**src/rtl/seq_chunk_adder.sv**
```systemverilog
// Multi-cycle adder: S = a + b + Cin, CHUNK bits per clock from the LSB, with a
// registered carry between chunks, optional signed saturation and valid/ready on both sides.
module seq_chunk_adder #(
    parameter int WIDTH = 32,
    parameter int CHUNK = 8
) (
    input  logic             clk,
    input  logic             rst_n,
    input  logic             in_valid,
    output logic             in_ready,
    input  logic [WIDTH-1:0] a,
    input  logic [WIDTH-1:0] b,
    input  logic             Cin,
    input  logic             sat,
    output logic             out_valid,
    input  logic             out_ready,
    output logic [WIDTH-1:0] S,
    output logic             Cout,
    output logic             posOverflow,
    output logic             negOverflow,
    output logic [1:0]       state_dbg
);

    localparam int NCHUNK = WIDTH / CHUNK;
    localparam int CW     = (NCHUNK > 1) ? $clog2(NCHUNK) : 1;

    typedef enum logic [1:0] {
        IDLE = 2'd0,
        RUN  = 2'd1,
        DONE = 2'd2
    } state_t;

    state_t           state_q, state_d;
    logic [CW-1:0]    cnt_q, cnt_d;
    logic             carry_q, carry_d;
    logic             sat_q, sat_d;
    logic [WIDTH-1:0] a_q, a_d;
    logic [WIDTH-1:0] b_q, b_d;
    logic [WIDTH-1:0] raw_q, raw_d;
    logic [WIDTH-1:0] s_q, s_d;
    logic             cout_q, cout_d;
    logic             pos_q, pos_d;
    logic             neg_q, neg_d;

    logic [CHUNK-1:0] a_chunk, b_chunk;
    logic [CHUNK:0]   csum;
    logic [WIDTH-1:0] raw_full;
    logic             pos_raw, neg_raw;

    always_ff @(posedge clk or negedge rst_n) begin
        if (!rst_n) begin
            state_q <= IDLE;
            cnt_q   <= '0;
            carry_q <= 1'b0;
            sat_q   <= 1'b0;
            a_q     <= '0;
            b_q     <= '0;
            raw_q   <= '0;
            s_q     <= '0;
            cout_q  <= 1'b0;
            pos_q   <= 1'b0;
            neg_q   <= 1'b0;
        end else begin
            state_q <= state_d;
            cnt_q   <= cnt_d;
            carry_q <= carry_d;
            sat_q   <= sat_d;
            a_q     <= a_d;
            b_q     <= b_d;
            raw_q   <= raw_d;
            s_q     <= s_d;
            cout_q  <= cout_d;
            pos_q   <= pos_d;
            neg_q   <= neg_d;
        end
    end

    always_comb begin
        state_d = state_q;
        cnt_d   = cnt_q;
        carry_d = carry_q;
        sat_d   = sat_q;
        a_d     = a_q;
        b_d     = b_q;
        raw_d   = raw_q;
        s_d     = s_q;
        cout_d  = cout_q;
        pos_d   = pos_q;
        neg_d   = neg_q;

        a_chunk  = a_q[cnt_q*CHUNK +: CHUNK];
        b_chunk  = b_q[cnt_q*CHUNK +: CHUNK];
        csum     = {1'b0, a_chunk} + {1'b0, b_chunk} + {{CHUNK{1'b0}}, carry_q};
        // Full raw sum as it will stand after this chunk; only meaningful on the last chunk.
        raw_full = raw_q;
        raw_full[cnt_q*CHUNK +: CHUNK] = csum[CHUNK-1:0];
        pos_raw  = ~a_q[WIDTH-1] & ~b_q[WIDTH-1] &  raw_full[WIDTH-1];
        neg_raw  =  a_q[WIDTH-1] &  b_q[WIDTH-1] & ~raw_full[WIDTH-1];

        case (state_q)
            IDLE: begin
                if (in_valid) begin
                    state_d = RUN;
                    a_d     = a;
                    b_d     = b;
                    sat_d   = sat;
                    carry_d = Cin;
                    cnt_d   = '0;
                end
            end
            RUN: begin
                raw_d   = raw_full;
                carry_d = csum[CHUNK];
                if (cnt_q == CW'(NCHUNK - 1)) begin
                    state_d = DONE;
                    cout_d  = csum[CHUNK];
                    pos_d   = pos_raw;
                    neg_d   = neg_raw;
                    if (sat_q && pos_raw)
                        s_d = {1'b0, {(WIDTH-1){1'b1}}};
                    else if (sat_q && neg_raw)
                        s_d = {1'b1, {(WIDTH-1){1'b0}}};
                    else
                        s_d = raw_full;
                end else begin
                    cnt_d = cnt_q + CW'(1);
                end
            end
            DONE: begin
                if (out_ready)
                    state_d = IDLE;
            end
            default: state_d = IDLE;
        endcase
    end

    // Handshake: a transfer happens on a rising edge where valid and ready are both high.
    assign in_ready    = (state_q == IDLE);
    assign out_valid   = (state_q == DONE);
    assign S           = s_q;
    assign Cout        = cout_q;
    assign posOverflow = pos_q;
    assign negOverflow = neg_q;
    assign state_dbg   = state_q;

endmodule

```
**config.mk**
```make
export PLATFORM = sky130hd
export DESIGN_NAME = seq_chunk_adder
export DESIGN_NICKNAME = d
export VERILOG_FILES = /design/src/rtl/seq_chunk_adder.sv
export SDC_FILE = /design/constraint.sdc
export NUM_CORES = 1
export LEC_CHECK = 0
export ABC_CLOCK_PERIOD_IN_PS = 3600
export CORE_ASPECT_RATIO = 0.5
export CORE_MARGIN = 1.5
export CORE_UTILIZATION = 57
export CTS_CLUSTER_SIZE = 25
export DETAILED_ROUTE_END_ITERATION = 7
export DONT_BUFFER_PORTS = 1
export PLACE_DENSITY = 0.8
export RECOVER_POWER = 50
export SLEW_MARGIN = 20
export SYNTH_ARGS = -nofsm -noshare
export SYNTH_HDL_FRONTEND = slang
export SYNTH_SLANG_ARGS = --single-unit
```
**constraint.sdc**
```tcl
create_clock -name clk -period 3.6 [get_ports clk]
set_input_delay 0.72 -clock clk [delete_from_list [all_inputs] [get_ports clk]]
set_output_delay 0.72 -clock clk [all_outputs]
set_load 0.02 [all_outputs]
```
==> impl_metrics.toml, run 1 <==
[placed_design]
place.port_buffers = 0
hpwlAfterDp_um = 10000
place.gp.congestion = 0.866

[synth]
synth_ff_type = "dfrtp_1"
synth_edf_count = 0
synth_top_area_share_pct = 51.0
yosysWarnings = 0
synthArstFlopShare_pct = 100
synth_area_leader_cell = "dfrtp_1"
ys_seq_area_share_pct = 51.0
synth_nets = 672
synth_most_common_cell = "dfrtp_1"
yosys_register_bits = 137
avgSynthCellArea_um2 = 11.4
synth_common_cells = "137 x dfrtp_1, 66 x mux2_2, 53 x nor2_1"
postSynthCellCount = 587
netlist-cell-type-count = 47
syn-cell-area_um2 = 6720
synth.area.top_cells = "dfrtp_1 51%, mux2_2 11%, mux4_2 5.4%, a21oi_2 3.9%, o21ai_0 3.0%"

[timing]
timing.fmax_mhz = 298
report.final.hold_viol_count = 17
setup_viol = 0
fin_skew_ns = 0.00990
tightestPinTransition_ns = 0.894
slew_violations = 0
setup-tns-final_ns = 0
rsz0062_at_grt = "false"
slew_headroom_pct = 40.4
whs_ns = -0.00627
fin_crit_ns = 3.35
fin_crit_sh_pct = 93.1

[global_routing]
grt_pass1_wl_um = 24300
grt_antenna_before_repair = 0
grt_usage_pct = 25.9
grt_max_degree = 138
overflow = 0
grt_pass1_vias = 4649

[cts]
cts_buffers = 17
cts_htree_levels = 4
clkLatencyLatePin_ns = 0.42
cts_tree = "done"
cts_num_sinks = 137
post_cts_buffers = 0
clkTransAtPathRegs_ns = 0.06
cts-root-buf = "clkbuf_16"
clockBufferDepth = 2

[floorplan]
ioPinCount = 109
die-area_um2 = 12500
die_h_um = 79.8
initial_core_util_pct = 59.7
row_count = 27
die_w_um = 157
core-area_um2 = 11200

[worst_hold_path]
min-delay-path-class = "in2async"

[critical_path]
cp_max_fo = 24
crit_buf_inv = 2
critPathLaunchType = "register"
crit_type = "reg2reg"
cp-end-kind = "register"
required_ns = 3.94
crit_path_cell_trace = "buf_12, mux4_2, ha_1, nor2b_1, o31a_1, o2111a_2, o32ai_4, buf_4, o22ai_1, a21oi_2"
cp_top_family = "compound AO/OA/AOI/OAI gates"
slowest_delay_ns = 0.56
critPathSlowestCell = "mux4_2"
arrival_ns = 3.69

[outcome]
status = "finished with violations"
violations = "negative hold slack"

[detailed_routing]
vias = 4496
postRouteWirelength_um = 14900
drtIter0Drc = 390
drt_pre_antenna_iters = 5
drc = 0
vias_per_cell = 5.95
ant_nets = 0
wl_per_cell_um = 19.7

[finish]
post-route-util_pct = 66.2
layout-drive-gt1-share_pct = 27.5
syn_to_final_growth_pct = 10.8
diodes = 0
fin_nets = 668

[pwr]
p_per_area_nw_per_um2 = 1210
cellLeakagePower_uw = 0.00310
ir_worst_vdd_v = 0.000693

[flow_run]
cap_viol_max_count = 0
## metrics by stage
| stage | setup slack, ns | area [µm²] | power, µW | std cells |
|---|---|---|---|---|
| after floorplan | 0.0920 | 6720 | 6070 | 587 |
| after global placement | 0.236 | 6880 | 7090 | 723 |
| after detailed placement | 0.188 | 6880 | 7260 | 723 |
| after CTS | 0.172 | 7440 | 8990 | 755 |
| after global routing | 0.0890 | 7450 | 9560 | 755 |
| final | 0.248 | 7450 | 9040 | 755 |
## where the power goes
group / internal, µW / switching (µW)
combinational: 1910 / 2540
clock: 973 / 678
sequential: 2250 / 680
total: 5140 / 3900
## cell type report
cell class                 instances  area (µm²)
sequential                       137        3430
clock inverter                    13         120
multi-input combinational        395        3050
inverter                          18        67.6
clock buffer                      19         443
timing repair buffer              14         139
tap                              159         199
fill                             865        3800
## cells in the final DEF, fill, tap and decap left out, types with 6 or more instances in the layout
master / synthesis / routed
a21oi_2: 30 / 30
nor3_1: 13 / 13
nor2b_1: 27 / 27
nand2_1: 40 / 40
mux4_2: 16 / 16
nand2b_1: 7 / 6
ha_1: 13 / 13
o21ai_0: 40 / 40
o21bai_1: 8 / 8
a21oi_1: 13 / 13
nor2_1: 53 / 53
buf_4: 2 / 10
dfrtp_1: 137 / 137
o22ai_1: 23 / 23
clkbuf_16: 0 / 17
mux2_2: 66 / 66
inv_1: 18 / 18
## flip-flops by register name, summed over array words and instances, names as in the netlist
register / flops
posOverflow: 1
Cout: 1
sat_q: 1
b_q: 32
cnt_q: 2
a_q: 32
carry_q: 1
state_dbg: 2
S: 32
negOverflow: 1
raw_q: 32
## final timing paths
kind,start,endpoint,slack [ns],cells after the start
worst max-delay path,cnt_q[0],S[19],0.25,10
worst min register to register,raw_q[21],raw_q[21],0.48,2
worst max register to register,cnt_q[0],S[19],0.25,10
max in group asynchronous,rst_n,raw_q[7],3.41,0
worst min-delay path,rst_n,a_q[22],-0.006,0
min in group clk,out_ready,state_dbg[1],0.41,1
## metal layers
| metal | share of wire [%] | GRT usage (%) | wire length (µm) |
|---|---|---|---|
| met3 | 9.4 | 9.83 | 1390 |
| met2 | 46 | 40.5 | 6860 |
| met4 | 1.2 | 8.48 | 180 |
| met5 | 0 | 0 | 0 |
| met1 | 43 | 33.6 | 6430 |
## logic make-up (layout without fill, tap and decap cells)
| kind of cell | after synthesis | in the layout | synth area share, % |
|---|---|---|---|
| and+or+nand+nor | 156 | 156 | 10.9 |
| AOI/OAI and AO/OA | 140 | 140 | 14.7 |
| DFF | 137 | 137 | 51.0 |
| muxes | 82 | 82 | 16.4 |
| buffers and inverters | 55 | 64 | 3.71 |
| adders and majority gates | 15 | 15 | 3.02 |
| xor gates and xnor gates | 2 | 2 | 0.261 |
## repair_timing
action | in CTS | in global routing
endpoints found under the hold margin | 137 | 127
gates resized for setup | 0 | 1
endpoints found under the setup margin | 0 | 5
Power figures use the tool's default switching activity.
==> run 2: changes to the inputs <==
--- a/config.mk
+++ b/config.mk
@@ -7,11 +7,11 @@
 export LEC_CHECK = 0
 export ABC_CLOCK_PERIOD_IN_PS = 3600
 export CORE_ASPECT_RATIO = 0.5
-export CORE_MARGIN = 1.5
 export CORE_UTILIZATION = 57
 export CTS_CLUSTER_SIZE = 25
 export DETAILED_ROUTE_END_ITERATION = 7
 export DONT_BUFFER_PORTS = 1
+export MAX_ROUTING_LAYER = met4
 export PLACE_DENSITY = 0.8
 export RECOVER_POWER = 50
 export SLEW_MARGIN = 20
==> impl_metrics.toml, run 2 (same netlist as run 1, synthesis figures left out) <==
[critical_path]
arrival_ns = 3.72
cp-end-kind = "register"
critPathSlowestCell = "mux4_2"
critPathLaunchType = "register"
crit_type = "reg2reg"
cp_max_fo = 18
cp_top_family = "compound AO/OA/AOI/OAI gates"
crit_buf_inv = 3
rr_worst_depth = 12
required_ns = 3.95
slowest_delay_ns = 0.52
path_depth = 12
crit_path_cell_trace = "buf_12, mux4_2, inv_1, fa_1, inv_1, fa_1, a21o_1, a2111oi_0, a211oi_2, nor2_1, o22ai_1, a21oi_2"

[detailed_routing]
postRouteWirelength_um = 14900
wl_per_cell_um = 19.7
drtIter0Drc = 445
ant_nets = 0
drt_pre_antenna_iters = 5
vias_per_cell = 5.99
vias = 4548
drc = 0

[timing]
rsz0062_at_grt = "false"
setup-tns-final_ns = 0
fin_crit_ns = 3.37
fin_crit_sh_pct = 93.6
timing.fmax_mhz = 297
setup_viol = 0
slew_violations = 0
fin_skew_ns = 0.0114
slew_headroom_pct = 59.9
whs_ns = -0.00922
report.final.hold_viol_count = 5
fin_ws_ns = 0.232
tightestPinTransition_ns = 0.600

[finish]
fin_nets = 671
syn_to_final_growth_pct = 12.0
mostFrequentLayoutCells = "137 x dfrtp_1, 66 x mux2_2, 53 x nor2_1"
layout-drive-gt1-share_pct = 27.9
final_common_cell = "dfrtp_1"

[floorplan]
die_w_um = 156
die_h_um = 78.8
row_count = 27
core-area_um2 = 11200
initial_core_util_pct = 59.9
ioPinCount = 109
die-area_um2 = 12300

[cts]
clkLatencyLatePin_ns = 0.42
cts_htree_levels = 4
clkTransAtPathRegs_ns = 0.06
cts_buffers = 17
clockBufferDepth = 2
cts-root-buf = "clkbuf_16"
cts_num_sinks = 137
cts_tree = "done"

[global_routing]
grt_usage_pct = 27.6
grt_max_degree = 138
overflow = 0
grt_antenna_before_repair = 1
grt_pass1_vias = 4607
grt_pass1_wl_um = 24600

[placed_design]
pre_cts_slack_ns = 0.157
hpwlAfterDp_um = 9890
place.port_buffers = 0
place.gp.congestion = 0.865

[outcome]
status = "finished with violations"
violations = "negative hold slack"

[pwr]
power_uw = 9300
ir_worst_vdd_v = 0.000828
p_per_area_nw_per_um2 = 1240
cellLeakagePower_uw = 0.00315

[flow_run]
cap_viol_max_count = 0

[worst_hold_path]
min-delay-path-class = "in2async"
==> run 2: final cells by class <==
type / count / area [µm²]
Antenna cell: 1 / 2.50
Clock buffer: 20 / 457
Clock inverter: 12 / 173
Fill cell: 815 / 3690
Inverter: 18 / 67.6
Multi-Input combinational cell: 395 / 3050
Sequential cell: 137 / 3430
Tap cell: 159 / 199
Timing Repair Buffer: 17 / 153
==> run 2: power by group <==
part	total [µW]	switching [µW]	internal, µW
logic	4520	2540	1990
clock network	1860	668	1190
registers	2920	669	2250
==> run 2: layer usage <==
metal / wire, µm / track usage [%]
met1: 6580 / 36.4
met2: 6950 / 40.7
met3: 1240 / 9.12
met4: 178 / 8.82
met5: 0 / -
==> run 2: what timing repair did <==
item / 4_1_cts / 5_1_grt
endpoints found under the hold margin: 131 / 131
setup endpoints to repair: 0 / 4
buffers inserted: 0 / 0
resized for setup: 0 / 1
==> run 2: path summary, 6_finish.rpt <==
| path | end | start | slack, ns |
|---|---|---|---|
| min in group clk | state_dbg[1] | out_ready | 0.40 |
| max in group asynchronous | S[13] | rst_n | 3.43 |
| hold reg to reg | raw_q[22] | raw_q[22] | 0.47 |
| setup reg to reg | S[6] | cnt_q[0] | 0.23 |
| setup / recovery | S[6] | cnt_q[0] | 0.23 |
| hold / removal | a_q[29] | rst_n | -0.009 |
==> run 2: per-stage QoR <==
stage                     hold slack, ns  area (µm²)  instances  utilization (%)
after global placement             0.427        6890        726             61.4
final                           -0.00922        7530        759             67.1
after CTS                        -0.0175        7520        758             67.0
after global routing             -0.0239        7530        759             67.1
after detailed placement           0.427        6890        726             61.4
after floorplan                    0.424        6720        587                -
